$ cat src/rtl/link_pkg.sv
// rtl/link_pkg.sv - shared SPI link constants and receiver FSM state type
//
// Purpose: constants shared by the SPI master and slave ends of a node link,
//          plus the receiver FSM state enumeration.
// Ports:   none (package).

package link_pkg;

   // Default instruction word width carried by one cs_n frame.
   localparam int WORD_W_DEF = 32;

   // Idle levels of the link pins; the slave synchronizers reset to these.
   localparam logic SCLK_IDLE = 1'b0;
   localparam logic MOSI_IDLE = 1'b0;
   localparam logic CS_IDLE   = 1'b1;

   // Level sclk reaches at the sampling edge (1 = data sampled on rising edge).
   localparam logic SCLK_SAMPLE_LEVEL = 1'b1;

   typedef enum logic [1:0] {
      IDLE     = 2'd0,
      SHIFT    = 2'd1,
      WAIT_END = 2'd2
   } rx_state_e;

endpackage

$ cat src/rtl/rx_word_fifo.sv
// rtl/rx_word_fifo.sv - show-ahead synchronous word FIFO for the SPI receiver
//
// Purpose: buffers completed instruction words until the receiver queue
//          accepts them. data_out shows the head entry while non-empty and
//          holds the most recently popped word while empty.
// Ports:   clk, rst_n    - clock, async active-low reset
//          push, data_in - write strobe and word (ignored when full unless
//                          a pop happens in the same cycle)
//          pop           - remove head entry (ignored when empty)
//          data_out      - head word (show-ahead)
//          empty, full   - occupancy flags

module rx_word_fifo #(
   parameter int WORD_W     = 32,
   parameter int FIFO_DEPTH = 2
) (
   input  logic              clk,
   input  logic              rst_n,
   input  logic              push,
   input  logic [WORD_W-1:0] data_in,
   input  logic              pop,
   output logic [WORD_W-1:0] data_out,
   output logic              empty,
   output logic              full
);

   localparam int AW = $clog2(FIFO_DEPTH);
   localparam logic [AW:0] PTR_ONE = {{AW{1'b0}}, 1'b1};

   logic [WORD_W-1:0] mem_q [FIFO_DEPTH];
   logic [AW:0]       wr_ptr_q;
   logic [AW:0]       rd_ptr_q;
   logic [WORD_W-1:0] last_q;
   logic              wr_en;
   logic              rd_en;

   // The extra MSB on each pointer separates full from empty.
   assign empty = (wr_ptr_q == rd_ptr_q);
   assign full  = (wr_ptr_q[AW] != rd_ptr_q[AW]) &&
                  (wr_ptr_q[AW-1:0] == rd_ptr_q[AW-1:0]);

   assign rd_en = pop && !empty;
   // A push while full is accepted only when the head leaves in the same
   // cycle; it then overwrites the slot being vacated.
   assign wr_en = push && (!full || rd_en);

   assign data_out = empty ? last_q : mem_q[rd_ptr_q[AW-1:0]];

   always_ff @(posedge clk or negedge rst_n) begin
      if (!rst_n) begin
         wr_ptr_q <= '0;
         rd_ptr_q <= '0;
         last_q   <= '0;
         for (int i = 0; i < FIFO_DEPTH; i++) begin
            mem_q[i] <= '0;
         end
      end else begin
         if (wr_en) begin
            mem_q[wr_ptr_q[AW-1:0]] <= data_in;
            wr_ptr_q                <= wr_ptr_q + PTR_ONE;
         end
         if (rd_en) begin
            last_q   <= mem_q[rd_ptr_q[AW-1:0]];
            rd_ptr_q <= rd_ptr_q + PTR_ONE;
         end
      end
   end

endmodule

$ cat src/rtl/spi_slave_receiver.sv
// rtl/spi_slave_receiver.sv - SPI slave deserializer feeding a node receiver queue
//
// Purpose: samples sclk/mosi/cs_n in the local clk domain, assembles one
//          WORD_W-bit word per cs_n frame (MSB first, rising-edge sampling)
//          and presents completed words through a show-ahead FIFO.
// Ports:   clk, rst_n                  - local clock, async active-low reset
//          spi_sclk, spi_mosi, spi_cs_n - link pins from the remote master
//          rx_data, rx_valid, rx_ready - word output handshake
//          frame_err                   - pulse on short or over-long frame
//          overflow                    - pulse when a completed word is dropped
//          busy                        - FSM not in IDLE

module spi_slave_receiver
   import link_pkg::*;
#(
   parameter int WORD_W      = WORD_W_DEF,
   parameter int FIFO_DEPTH  = 2,
   parameter int SYNC_STAGES = 2
) (
   input  logic              clk,
   input  logic              rst_n,
   input  logic              spi_sclk,
   input  logic              spi_mosi,
   input  logic              spi_cs_n,
   output logic [WORD_W-1:0] rx_data,
   output logic              rx_valid,
   input  logic              rx_ready,
   output logic              frame_err,
   output logic              overflow,
   output logic              busy
);

   localparam int CNT_W = $clog2(WORD_W) + 1;
   localparam logic [CNT_W-1:0] CNT_LAST = CNT_W'(WORD_W - 1);
   localparam logic [CNT_W-1:0] CNT_FULL = CNT_W'(WORD_W);
   localparam logic [CNT_W-1:0] CNT_ONE  = CNT_W'(1);

   // ---------------- pin synchronizers and edge detection ----------------
   logic [SYNC_STAGES-1:0] sclk_sync_q;
   logic [SYNC_STAGES-1:0] mosi_sync_q;
   logic [SYNC_STAGES-1:0] cs_sync_q;
   logic                   sclk_dly_q;
   logic                   cs_dly_q;
   logic [SYNC_STAGES:0]   fill_q;
   logic                   armed_q;
   logic                   sclk_evt_q;
   logic                   mosi_q;
   logic                   cs_fall_q;
   logic                   cs_rise_q;

   logic sclk_s;
   logic mosi_s;
   logic cs_s;

   assign sclk_s = sclk_sync_q[SYNC_STAGES-1];
   assign mosi_s = mosi_sync_q[SYNC_STAGES-1];
   assign cs_s   = cs_sync_q[SYNC_STAGES-1];

   // fill_q marks when the delayed copies hold real pin samples instead of
   // reset values. cs_fall is armed only after cs_n has genuinely been seen
   // high, so a frame already in progress at reset release is ignored.
   // Edge flags are registered together with the matching mosi sample.
   always_ff @(posedge clk or negedge rst_n) begin
      if (!rst_n) begin
         sclk_sync_q <= {SYNC_STAGES{SCLK_IDLE}};
         mosi_sync_q <= {SYNC_STAGES{MOSI_IDLE}};
         cs_sync_q   <= {SYNC_STAGES{CS_IDLE}};
         sclk_dly_q  <= SCLK_IDLE;
         cs_dly_q    <= CS_IDLE;
         fill_q      <= '0;
         armed_q     <= 1'b0;
         sclk_evt_q  <= 1'b0;
         mosi_q      <= 1'b0;
         cs_fall_q   <= 1'b0;
         cs_rise_q   <= 1'b0;
      end else begin
         sclk_sync_q <= {sclk_sync_q[SYNC_STAGES-2:0], spi_sclk};
         mosi_sync_q <= {mosi_sync_q[SYNC_STAGES-2:0], spi_mosi};
         cs_sync_q   <= {cs_sync_q[SYNC_STAGES-2:0], spi_cs_n};
         sclk_dly_q  <= sclk_s;
         cs_dly_q    <= cs_s;
         fill_q      <= {fill_q[SYNC_STAGES-1:0], 1'b1};
         armed_q     <= armed_q | (fill_q[SYNC_STAGES] & cs_s & cs_dly_q);
         sclk_evt_q  <= (sclk_s != sclk_dly_q) && (sclk_s == SCLK_SAMPLE_LEVEL);
         mosi_q      <= mosi_s;
         cs_fall_q   <= armed_q & cs_dly_q & ~cs_s;
         cs_rise_q   <= ~cs_dly_q & cs_s;
      end
   end

   // ---------------- receive FSM ----------------
   rx_state_e         state_q, state_d;
   logic [CNT_W-1:0]  cnt_q, cnt_d;
   logic [WORD_W-1:0] shift_q, shift_d;
   logic              ferr_q, ferr_d;
   logic              ovf_q;
   logic              push;
   logic [WORD_W-1:0] push_data;
   logic              fifo_empty;
   logic              fifo_full;
   logic              pop;

   assign push_data = {shift_q[WORD_W-2:0], mosi_q};

   always_comb begin
      state_d = state_q;
      cnt_d   = cnt_q;
      shift_d = shift_q;
      ferr_d  = 1'b0;
      push    = 1'b0;
      case (state_q)
         IDLE: begin
            if (cs_fall_q) begin
               cnt_d   = '0;
               shift_d = '0;
               state_d = SHIFT;
            end
         end
         SHIFT: begin
            if (sclk_evt_q) begin
               shift_d = push_data;
               cnt_d   = cnt_q + CNT_ONE;
               if (cnt_q == CNT_LAST) begin
                  push    = 1'b1;
                  state_d = WAIT_END;
               end
            end
            // The bit in this cycle is counted before judging cs_rise.
            if (cs_rise_q) begin
               if (cnt_d < CNT_FULL) begin
                  ferr_d = 1'b1;
               end
               state_d = IDLE;
            end
         end
         WAIT_END: begin
            if (sclk_evt_q) begin
               ferr_d = 1'b1;
            end
            if (cs_rise_q) begin
               state_d = IDLE;
            end
         end
         default: state_d = IDLE;
      endcase
   end

   always_ff @(posedge clk or negedge rst_n) begin
      if (!rst_n) begin
         state_q <= IDLE;
         cnt_q   <= '0;
         shift_q <= '0;
         ferr_q  <= 1'b0;
         ovf_q   <= 1'b0;
      end else begin
         state_q <= state_d;
         cnt_q   <= cnt_d;
         shift_q <= shift_d;
         ferr_q  <= ferr_d;
         ovf_q   <= push & fifo_full & ~pop;
      end
   end

   // ---------------- output buffer ----------------
   assign pop = rx_valid & rx_ready;

   rx_word_fifo #(
      .WORD_W     (WORD_W),
      .FIFO_DEPTH (FIFO_DEPTH)
   ) u_fifo (
      .clk      (clk),
      .rst_n    (rst_n),
      .push     (push),
      .data_in  (push_data),
      .pop      (pop),
      .data_out (rx_data),
      .empty    (fifo_empty),
      .full     (fifo_full)
   );

   assign rx_valid  = ~fifo_empty;
   assign frame_err = ferr_q;
   assign overflow  = ovf_q;
   assign busy      = (state_q != IDLE);

endmodule

$ cat config.mk
export PLATFORM = sky130hd
export DESIGN_NAME = spi_slave_receiver
export DESIGN_NICKNAME = d
export VERILOG_FILES = /design/src/rtl/link_pkg.sv /design/src/rtl/rx_word_fifo.sv /design/src/rtl/spi_slave_receiver.sv
export SDC_FILE = /design/constraint.sdc
export NUM_CORES = 1
export LEC_CHECK = 0
export ABC_AREA = 1
export CORE_ASPECT_RATIO = 0.7
export CORE_MARGIN = 5
export CORE_UTILIZATION = 52
export DETAILED_ROUTE_END_ITERATION = 10
export HOLD_SLACK_MARGIN = 0.12
export PLACE_DENSITY = 0.71
export SYNTH_ARGS = -nofsm -noshare
export SYNTH_HDL_FRONTEND = slang
export SYNTH_HIERARCHICAL = 1
export SYNTH_SLANG_ARGS = --single-unit
export TNS_END_PERCENT = 50
$ cat constraint.sdc
create_clock -name clk -period 2.8 [get_ports clk]
set_input_delay 0.56 -clock clk [delete_from_list [all_inputs] [get_ports clk]]
set_output_delay 0.56 -clock clk [all_outputs]
set_load 0.02 [all_outputs]
==> results by group <==
Status
  – Outcome: finished, final reports clean

Worst setup path
  – Crit path cell chain: nand2_1, nand2_2, inv_1, nand2_2, inv_2, buf_12, nand2_1, o21ai_1, dlygate4sd2_1
  – Cell with the largest stage delay on the worst path: sky130_fd_sc_hd__dfrtp_1
  – Critical path data required time: 2.24 ns
  – Critical path launch point type: flip-flop
  – Category of the most critical setup path: flip-flop to output port
  – Data arrival, critical path: 2.06 ns
  – Stage delay of the slowest cell on the critical path: 0.43 ns
  – Element type at the critical path end: output port
  – Highest fanout seen on the critical path: 66

Floorplanning
  – Number of top-level design ports: 42
  – Core region area: 13,300 um2
  – Starting utilization of the core area: 0.535
  – Vertical extent of the die: 108 um
  – Row Count: 35
  – Die width: 150 um
  – Die area: 16,200 um2

Power and ir drop
  – Power Internal: 3710 uW
  – Flop pwr share: 0.463
  – Part of the total power dissipated in combinational logic: 0.113
  – Switching power as a share of total power: 0.266
  – Power Dens Cells: 620 nW/um2
  – Switching power: 1340 uW
  – Worst IR drop on VDD: 0.456 mV
  – Leakage Power: 0.00409 uW
  – Clk pwr share: 0.423

STA
  – Final clock period utilization by the worst path: 0.937
  – Final count of negative-setup-slack endpoints: 0
  – Fmax: 0.381 GHz
  – Minimum hold slack: 0.117 ns
  – Unrepaired setup endpoints after global routing: false
  – Relative slew slack: 0.566
  – Actual slew at the worst max-slew pin: 0.649 ns
  – Number of max-slew violations in the final report: 0
  – Final Skew: 0.00640 ns
  – Min Tclk post-route: 2.62 ns
  – Setup TNS: 0 ns
  – Total count of hold-check failures in the final report: 0

Clocking
  – Clock Tree Buf Depth: 2
  – Clock latency at the later pin of the worst-skew pair: 0.41 ns
  – H-tree levels: 4
  – CTS tree: built
  – Total number of clock tree sinks: 157
  – Clock slew at the register clock pins of the worst setup and hold paths: 0.06 ns
  – Count of hold buffers inserted by post-cts repair: 0
  – Inserted Clock Buffers: 17
  – Buffers inserted during post-CTS setup optimization: 0
  – Clock root buffer: sky130_fd_sc_hd__clkbuf_16

Drt
  – Routed WL per cell: 14.6 um
  – Count of unresolved DRC violations after routing: 0
  – Iteration-0 DRC count of the detailed router: 382
  – Drt total wl: 15,500 um
  – Final antenna-violating net count: 0
  – Vias/cell: 5.30
  – Vias after detailed routing: 5,627
  – DRT Pass-1 Iters: 5

Placed design
  – Count of buffers from port buffering: 41
  – HPWL after detailed placement: 9910 um
  – Placement-stage cell area: 7640 um2
  – Placer Congestion: 0.789

Global routing
  – Vias in the first global route: 5,391
  – Total global routing overflow: 0
  – Initial antenna violation count: 0
  – Overall global routing resource usage: 0.204
  – Maximum number of pins on one net before global-route repair: 67
  – Global-route wire length before repair: 26,800 um

Layout
  – Layout cell share with drive strength beyond 1: 0.0879
  – Number of antenna repair diodes: 0
  – Fill cell total of the finished layout: 1,158
  – Growth of design area from synthesis to finish: 14.4%
  – Summed area of non-filler cells in the final layout: 8150 um2
  – Footprint of the multi-input gates: 2520 um2
  – Sequential cell area: 3940 um2
  – Final core area utilization: 0.612
  – Net count of the finished layout: 873

Logic synthesis
  – Number of nets in the synthesized netlist: 851
  – Syn. warnings: 6
  – Post-synthesis sequential element count: 157
  – Synth unique cells: 31
  – Post-synthesis instance area: 7130 um2
  – Number of instances in the synthesized netlist: 841
  – Sequential area share after synthesis: 0.552
  – Post-synthesis average cell area: 8.47 um2

Hold path
  – Worst hold-check path type: input pin to async pin

Run
  – Maximum Capacitance Violations: 0
-- what timing repair did --
item                       in CTS  in global routing
resized for setup              34                  1
cloned                          0                  0
setup endpoints to repair      32                  1
-- power groups by stage --
| stage | Sequential (uW) | Combinational [uW] | Clock (uW) |
|---|---|---|---|
| after floorplan | 2380 | 459 | 0 |
| after global placement | 2380 | 547 | 0 |
| after detailed placement | 2380 | 572 | 0 |
| after CTS | 2340 | 572 | 2180 |
| after global routing | 2350 | 626 | 2280 |
| final | 2340 | 571 | 2140 |
-- worst max-delay path, delay by kind of cell, from the launching register on --
kind / cells / cell delay (ns)
DFF: 1 / 0.43
and+or+nand+nor: 4 / 0.34
AOI/OAI and AO/OA: 1 / 0.10
buffers and inverters: 4 / 0.76
-- flip-flops by register name, indices dropped and copies added, names as in the netlist, 2 cells and up --
name and flops:
shift_q 31, fill_q 3, mosi_sync_q 2, u_fifo/mem_q 64, u_fifo/last_q 32, state_q 2, u_fifo/rd_ptr_q 2, u_fifo/wr_ptr_q 2
sclk_sync_q 2, cnt_q 6, cs_sync_q 2
-- layout by cell type (no fill, tap or decap), types with 5 or more instances in the layout --
master                            count
sky130_fd_sc_hd__dfrtp_1            152
sky130_fd_sc_hd__clkdlybuf4s50_1      7
sky130_fd_sc_hd__clkinv_2             5
sky130_fd_sc_hd__nand3_1              8
sky130_fd_sc_hd__nand2_1            327
sky130_fd_sc_hd__buf_4               11
sky130_fd_sc_hd__o22ai_1             28
sky130_fd_sc_hd__buf_12               6
sky130_fd_sc_hd__clkbuf_16           17
sky130_fd_sc_hd__o21ai_0             12
sky130_fd_sc_hd__dlygate4sd2_1       32
sky130_fd_sc_hd__nand4_1             67
sky130_fd_sc_hd__o21ai_1             54
sky130_fd_sc_hd__nor2_1              13
sky130_fd_sc_hd__inv_1               84
-- through the flow --
step | total power, uW | setup slack, ns | std cells
2_1_floorplan | 2830 | 0.764 | 841
3_3_place_gp | 2920 | 0.314 | 1029
3_5_place_dp | 2950 | 0.294 | 1029
4_1_cts | 5090 | 0.115 | 1061
5_1_grt | 5250 | 0.0369 | 1061
6_report | 5050 | 0.177 | 1061
-- worst paths after layout --
path | slack (ns) | depth (start not counted) | start | to
worst min register to register | 0.35 | 0 | mosi_sync_q[0]$_DFF_PN0_ | mosi_sync_q[1]$_DFF_PN0_
worst max-delay path | 0.18 | 9 | u_fifo/rd_ptr_q[1]$_DFFE_PN0P_ | rx_data[0]
worst min-delay path | 0.12 | 1 | rst_n | fill_q[0]$_DFF_PN0_
min in group clk | 0.35 | 0 | mosi_sync_q[0]$_DFF_PN0_ | mosi_sync_q[1]$_DFF_PN0_
max in group asynchronous | 1.97 | 2 | rst_n | u_fifo/last_q[31]$_DFFE_PN0P_
worst max register to register | 0.32 | 14 | u_fifo/rd_ptr_q[1]$_DFFE_PN0P_ | u_fifo/mem_q[12]$_DFFE_PN0P_
-- synthesized netlist by cell type, drive strengths merged --
master	number	share of area
nand2	334	0.18
dfrtp	154	0.54
nor2	14	0.0074
o22ai	30	0.028
buf	40	0.039
ha	4	0.0070
nor3	1	0.00070
clkbuf	15	0.0081
xnor2	1	0.0012
a31o	1	0.0012
conb	1	0.00053
dfstp	3	0.011
nand4	67	0.059
inv	90	0.048
xor2	1	0.0012
nand3	12	0.012
a21oi	3	0.0021
o21ai	70	0.051
-- cell type report --
class                   instances  share of cell area
clock buffers                  21              0.0552
clock inverters                11              0.0117
inverters                      90              0.0424
multi-input cells             539               0.309
flip-flops and latches        157               0.483
well taps                     185              0.0284
repair buffers                 58              0.0707
-- routing by layer --
layer	GRT usage	share of wire	vias to the layer above	wire (um)
li1	-	-	2755	-
met4	0.0640	0.012	0	187
met2	0.310	0.46	148	7140
met5	0	0	-	0
met1	0.300	0.47	2702	7350
met3	0.0398	0.053	22	827
-- cells by family after synthesis --
kind of cell    count (synthesis)  synth area share
compound gates                104            0.0827
xor+xnor                        2           0.00246
fa+ha+maj                       4           0.00702
buf+inv                       145            0.0957
flops                         157             0.552
other cells                     1          0.000526
simple gates                  428             0.260
(Power assumes the default switching activity.)
